===== src/rtl/boundary_scan_register.sv =====
// Boundary-scan data register plus 1-bit bypass on a single chain, clocked by TCK.
// Capture/shift/update are synchronous enables; the mode muxes sit between pins and core.
module boundary_scan_register #(
  parameter int N_IN  = 34,
  parameter int N_OUT = 17,
  parameter int CW    = 8
) (
  input  logic              TCK,
  input  logic              Reset,
  input  logic              TDI,
  input  logic              CaptureDR,
  input  logic              ShiftDR,
  input  logic              UpdateDR,
  input  logic [1:0]        Instr,
  input  logic [N_IN-1:0]   sys_in,
  output logic [N_IN-1:0]   core_in,
  input  logic [N_OUT-1:0]  core_out,
  output logic [N_OUT-1:0]  sys_out,
  output logic              TDO,
  output logic [CW-1:0]     shift_count,
  output logic              length_ok
);

  localparam int L = N_IN + N_OUT;
  localparam logic [CW-1:0] L_CW    = CW'(L);
  localparam logic [CW-1:0] CNT_MAX = {CW{1'b1}};

  localparam logic [1:0] I_BYPASS = 2'b00;
  localparam logic [1:0] I_EXTEST = 2'b10;
  localparam logic [1:0] I_INTEST = 2'b11;

  logic [L-1:0]  sh_q, sh_d;
  logic [L-1:0]  up_q, up_d;
  logic          byp_q, byp_d;
  logic [CW-1:0] cnt_q, cnt_d;
  logic          bypass;

  assign bypass = (Instr == I_BYPASS);

  always_comb begin
    sh_d  = sh_q;
    up_d  = up_q;
    byp_d = byp_q;
    cnt_d = cnt_q;
    // Capture wins over shift; update always sees the pre-edge shift stage.
    if (CaptureDR) begin
      cnt_d = '0;
      if (bypass) byp_d = 1'b0;
      else        sh_d  = {core_out, sys_in};
    end else if (ShiftDR) begin
      if (cnt_q != CNT_MAX) cnt_d = cnt_q + CW'(1);
      if (bypass) byp_d = TDI;
      else        sh_d  = {sh_q[L-2:0], TDI};
    end
    if (UpdateDR && !bypass) up_d = sh_q;
  end

  always_ff @(posedge TCK or posedge Reset) begin
    if (Reset) begin
      sh_q  <= '0;
      up_q  <= '0;
      byp_q <= 1'b0;
      cnt_q <= '0;
    end else begin
      sh_q  <= sh_d;
      up_q  <= up_d;
      byp_q <= byp_d;
      cnt_q <= cnt_d;
    end
  end

  assign TDO         = bypass ? byp_q : sh_q[L-1];
  assign core_in     = (Instr == I_INTEST) ? up_q[N_IN-1:0] : sys_in;
  assign sys_out     = (Instr == I_EXTEST) ? up_q[L-1:N_IN] : core_out;
  assign shift_count = cnt_q;
  assign length_ok   = (cnt_q == L_CW);

endmodule


===== config.mk =====
export PLATFORM = sky130hd
export DESIGN_NAME = boundary_scan_register
export DESIGN_NICKNAME = d
export VERILOG_FILES = /design/src/rtl/boundary_scan_register.sv
export SDC_FILE = /design/constraint.sdc
export NUM_CORES = 1
export LEC_CHECK = 0
export CORE_MARGIN = 4
export CORE_UTILIZATION = 30
export DETAILED_ROUTE_END_ITERATION = 6
export PLACE_DENSITY = 0.59
export SKIP_CTS_REPAIR_TIMING = 1
export SYNTH_ARGS = -nofsm -noshare
export SYNTH_HDL_FRONTEND = slang
export SYNTH_SLANG_ARGS = --single-unit

===== constraint.sdc =====
create_clock -name TCK -period 6.39 [get_ports TCK]
set_input_delay 0.9585 -clock TCK [delete_from_list [all_inputs] [get_ports TCK]]
set_output_delay 0.9585 -clock TCK [all_outputs]
set_load 0.03 [all_outputs]

======== Word level (Yosys, flattened, before mapping) ========
Cells that the tools add are included.
word-level totals
  bits in registers ....................... 111
  latch bits .............................. 0
  bits in writable memories ............... 0
  memory bits (read-only) ................. 0
  input port bits ......................... 59
  output and inout bits ................... 61
  word-level logic and storage cells ...... 32
  memories kept ........................... 0
cells by class
  add/subtract/negate cells ............... 1
  multipliers ............................. 0
  divide/modulo/power cells ............... 0
  order comparisons ....................... 0
  equality and inequality tests ........... 4
  shifts and indexed selects .............. 0
  muxes and demuxes ....................... 14
  bitwise gates (word level) .............. 1
  reductions and logical operators ........ 8
operators by type and width
  cell                   count
  $mux W51               4
  $mux W34               1
  $mux W8                3
  $mux W17               1
  $add A8 B1 Y8 const B  1
  $eq A8 B6 Y1 const B   1
  $ne A8 B8 Y1 const B   1
  $reduce_and A2 Y1      3
  $mux W1                5
  $eq A2 B2 Y1 const B   2
  $reduce_bool A2 Y1     2
  $logic_not A2 Y1       1
  $logic_and A1 B1 Y1    1
  $logic_not A1 Y1       1
  $not A1 Y1             1

======== Longest topological paths before layout ========
  depth after elaboration ................. 4
  mapped depth ............................ 6
  mapped depth without buffers ............ 4

======== Least setup slack after synthesis ========
Ideal clock, no wire load.
  path kind ............................... flip-flop to output port
  start point ............................. reg cnt_q[0], in the netlist shift_count[0]
  end point ............................... out length_ok
  data arrival time ....................... 1.887 ns
  required time ........................... 5.431 ns
  setup slack ............................. 3.544 ns
  stages on the path, launching flop included .. 4
  buffers on the path ..................... 0
  cell sequence ........................... dfrtp_1 -> ha_1 -> or4b_1 -> nor3_1
between the ends
  word-level cells in the longest chain between the ends .. 1
RTL lines
  element                 line  text
  start, declared         35    logic [CW-1:0] cnt_q, cnt_d;
  start signal, assigned  68    cnt_q <= cnt_d;
  $eq A8 B6 Y1            76    assign length_ok = (cnt_q == L_CW);
  end, declared           21    output logic length_ok
No other way between the ends.

======== Final worst setup path ========
  start point ............................. in Instr[1]
  end point ............................... out core_in[33]
between the ends
  word-level cells in the longest chain between the ends .. 2
RTL lines
  element          line  text
  start, declared  14    input logic [1:0] Instr,
  $eq A2 B2 Y1     73    assign core_in = (Instr == I_INTEST) ? up_q[N_IN-1:0] : sys_in;
  $mux W34         73
  end, declared    16    output logic [N_IN-1:0] core_in,
No other way between the ends.

==> impl_metrics.csv <==
group,metric,value,unit
outcome,status,"complete, no violations",
final_layout,finalNonFillerCells,777,
logic_synthesis,ys_seq_area_share,51.5,%
sta,finalSetupTns,0,ns
sta,rsz0062_at_grt,"no",
die,io_pins,120,
final_layout,final_layout_size_suffix_gt1_share,23.9,%
flow_run,drv_cap,0,
power,power_density,276,nW/um^2
power,ir_drop,0.167,mV
final_layout,nets,607,
logic_synthesis,synth.net_count,503,
logic_synthesis,synth_top_cell_by_area,"dfrtp_1",
clocking,clk_pin_slew,0.07,ns
sta,setup_viol,0,
clocking,cts_buffers,9,
critical_path,arrival,3.36,ns
drt,viasPerCell,4.69,
die,die-area,20200,sq um
sta,fmax,232,MHz
critical_path,slowest_delay,0.67,ns
critical_path,worstSetupPathType,"input port to primary output",
final_layout,syn2layout_area_growth,30.5,%
final_layout,num_antenna_cells,0,
placement,portBuffers,119,
logic_synthesis,synthFlopType,"dfrtp_1",
drt,antenna_left,0,
critical_path,cp-start-kind,"input port",
clocking,clk_path_buf_depth,2,
logic_synthesis,synth.top_cell.area_share,51.5,%
logic_synthesis,yosysMostFrequentCell,"dfrtp_1",
placement,hpwl,8.13,mm
logic_synthesis,yosys.cell_types.count,36,
drt,drt_drc_violations_left,0,
logic_synthesis,synth_seq_cells,111,
clocking,cts_tree,"yes",
clocking,htreeDepth,3,
logic_synthesis,synth_cells,443,
final_layout,design_area,7040,sq um
placement,dp_cells,761,
global_routing,grt_pass1_vias,4005,
logic_synthesis,avgSynthCellArea,12.2,sq um
drt,totalWireLength,12.1,mm
die,initial_core_util,30.9,%
critical_path,end_kind,"primary output",
global_routing,grt.overflow.total,0,
critical_path,path_max_fanout,34,
critical_path,path_cells,"clkdlybuf4s50_1 > nand2_2 > mux2_2 > clkdlybuf4s50_1",
clocking,clock_latency,0.35,ns
drt,via_count,3646,
global_routing,grt_util_all_layers,12.6,%
logic_synthesis,synthTopCellsByArea,"dfrtp_1 (52%), mux2_2 (22%), mux2i_1 (9.7%)",
drt,wl_per_cell,15.6,microns
placement,gp_congestion,0.735,
sta,period_needed,4.31,ns
critical_path,cp.required,5.43,ns
global_routing,antenna_found_initial,0,
sta,maxSlewViolCount,0,
sta,fin_skew,0.00636,ns
logic_synthesis,syn_area,5390,sq um
sta,hold_viol_final,0,
critical_path,cp_common_cell,"clkdlybuf4s50_1",
sta,slew_headroom,39.8,%
critical_path,critPathSlowestCell,"clkdlybuf4s50_1",
logic_synthesis,ys_async_sr_fraction,100,%
die,core_area,17500,sq um
logic_synthesis,synth-edff-count,0,
global_routing,grt_max_degree,103,
logic_synthesis,synth_warnings,0,
die,rows,48,
die,die_w,142,microns
drt,initialDrtViolationCount,113,
clocking,clkSinkCount,111,
sta,worstMarginPinSlew,0.903,ns
clocking,root_buffer,"clkbuf_16",
power,leakagePower,3.00,nW
logic_synthesis,ys_top_cells_by_count,"dfrtp_1 (111), mux2_2 (105), nand2_1 (53), o21ai_0 (53), mux2i_1 (52)",
min_path,hold_class,"flop to flop",
global_routing,grt_pass1_wl,20.5,mm
die,dieHeight,142,microns
sta,fin_crit_sh,67.5,%
drt,first_pass_iters,4,
placement,placed_area,6740,sq um
registers in the layout, indices dropped and copies added (netlist names):
name         count
up_q            51
shift_count      8
sh_q            51
byp_q            1
cells in the final DEF, fill, tap and decap left out, types with 2 or more instances in the layout:
master / count
dfrtp_1: 111
mux2i_1: 52
buf_4: 5
nor2_1: 3
a211oi_1: 2
clkbuf_16: 9
nor2b_1: 3
nor3_1: 4
mux2_2: 105
a21oi_1: 3
nand2b_1: 3
nand2_1: 53
o21ai_0: 53
clkbuf_1: 3
clkdlybuf4s50_1: 118
layout make-up:
type,count,area (sq um)
inverters,2,10.0
clock inverters,3,42.5
multi-input cells,300,2450
well taps,225,282
flip-flops and latches,111,2780
clock buffers,13,250
repair buffers,123,1220
fillers,1644,10400
where the power goes:
group | internal (mW) | switching [mW]
clock network | 0.315 | 0.246
logic | 0.241 | 0.227
registers | 0.835 | 0.0806
routing by layer:
layer / share of wire, % / vias to the layer above / track usage (%) / routed length, microns
met4: 0.80 / 0 / 3.03 / 97
met5: 0 / - / 0 / 0
met2: 47 / 89 / 20.2 / 5650
met1: 47 / 1762 / 16.4 / 5650
li1: - / 1788 / - / -
met3: 5.9 / 7 / 4.27 / 720
logic make-up after synthesis:
logic type | after synthesis | synth area share, %
multiplexers | 157 | 31.6
buffers and inverters | 32 | 3.36
adder cells (fa/ha/maj) | 1 | 0.232
AND/OR/NAND/NOR | 76 | 6.50
flip-flops | 111 | 51.5
AO/OA/AOI/OAI | 66 | 6.82
worst paths after layout:
path | start | endpoint | slack, ns | depth (start not counted)
min | up_q[43]$_DFFE_PP0P_ | up_q[43]$_DFFE_PP0P_ | 0.50 | 1
min in group asynchronous | Reset | up_q[22]$_DFFE_PP0P_ | 1.05 | 2
max reg2reg | shift_count[0]$_DFFE_PP0P_ | shift_count[5]$_DFFE_PP0P_ | 4.72 | 4
max | Instr[1] | core_in[33] | 2.08 | 4
max in group asynchronous | Reset | sh_q[3]$_DFFE_PP0P_ | 4.10 | 3
min reg2reg | up_q[43]$_DFFE_PP0P_ | up_q[43]$_DFFE_PP0P_ | 0.50 | 1
through the flow:
stage | utilization, % | hold slack [ns] | power [mW] | setup slack (ns)
final | 40.3 | 0.502 | 1.94 | 2.08
after global routing | 40.3 | 0.521 | 2.05 | 1.90
after CTS | 40.3 | 0.508 | 1.98 | 1.98
after detailed placement | 38.6 | 0.492 | 1.41 | 2.02
after global placement | 38.6 | 0.484 | 1.39 | 2.03
after floorplan | - | 0.464 | 1.22 | 2.50
worst max-delay path, delay by kind of cell:
kind,cells,cell delay (ns)
simple gates,1,0.56
mux,1,0.51
buf+inv,2,1.28
Power figures use the tool's default switching activity.
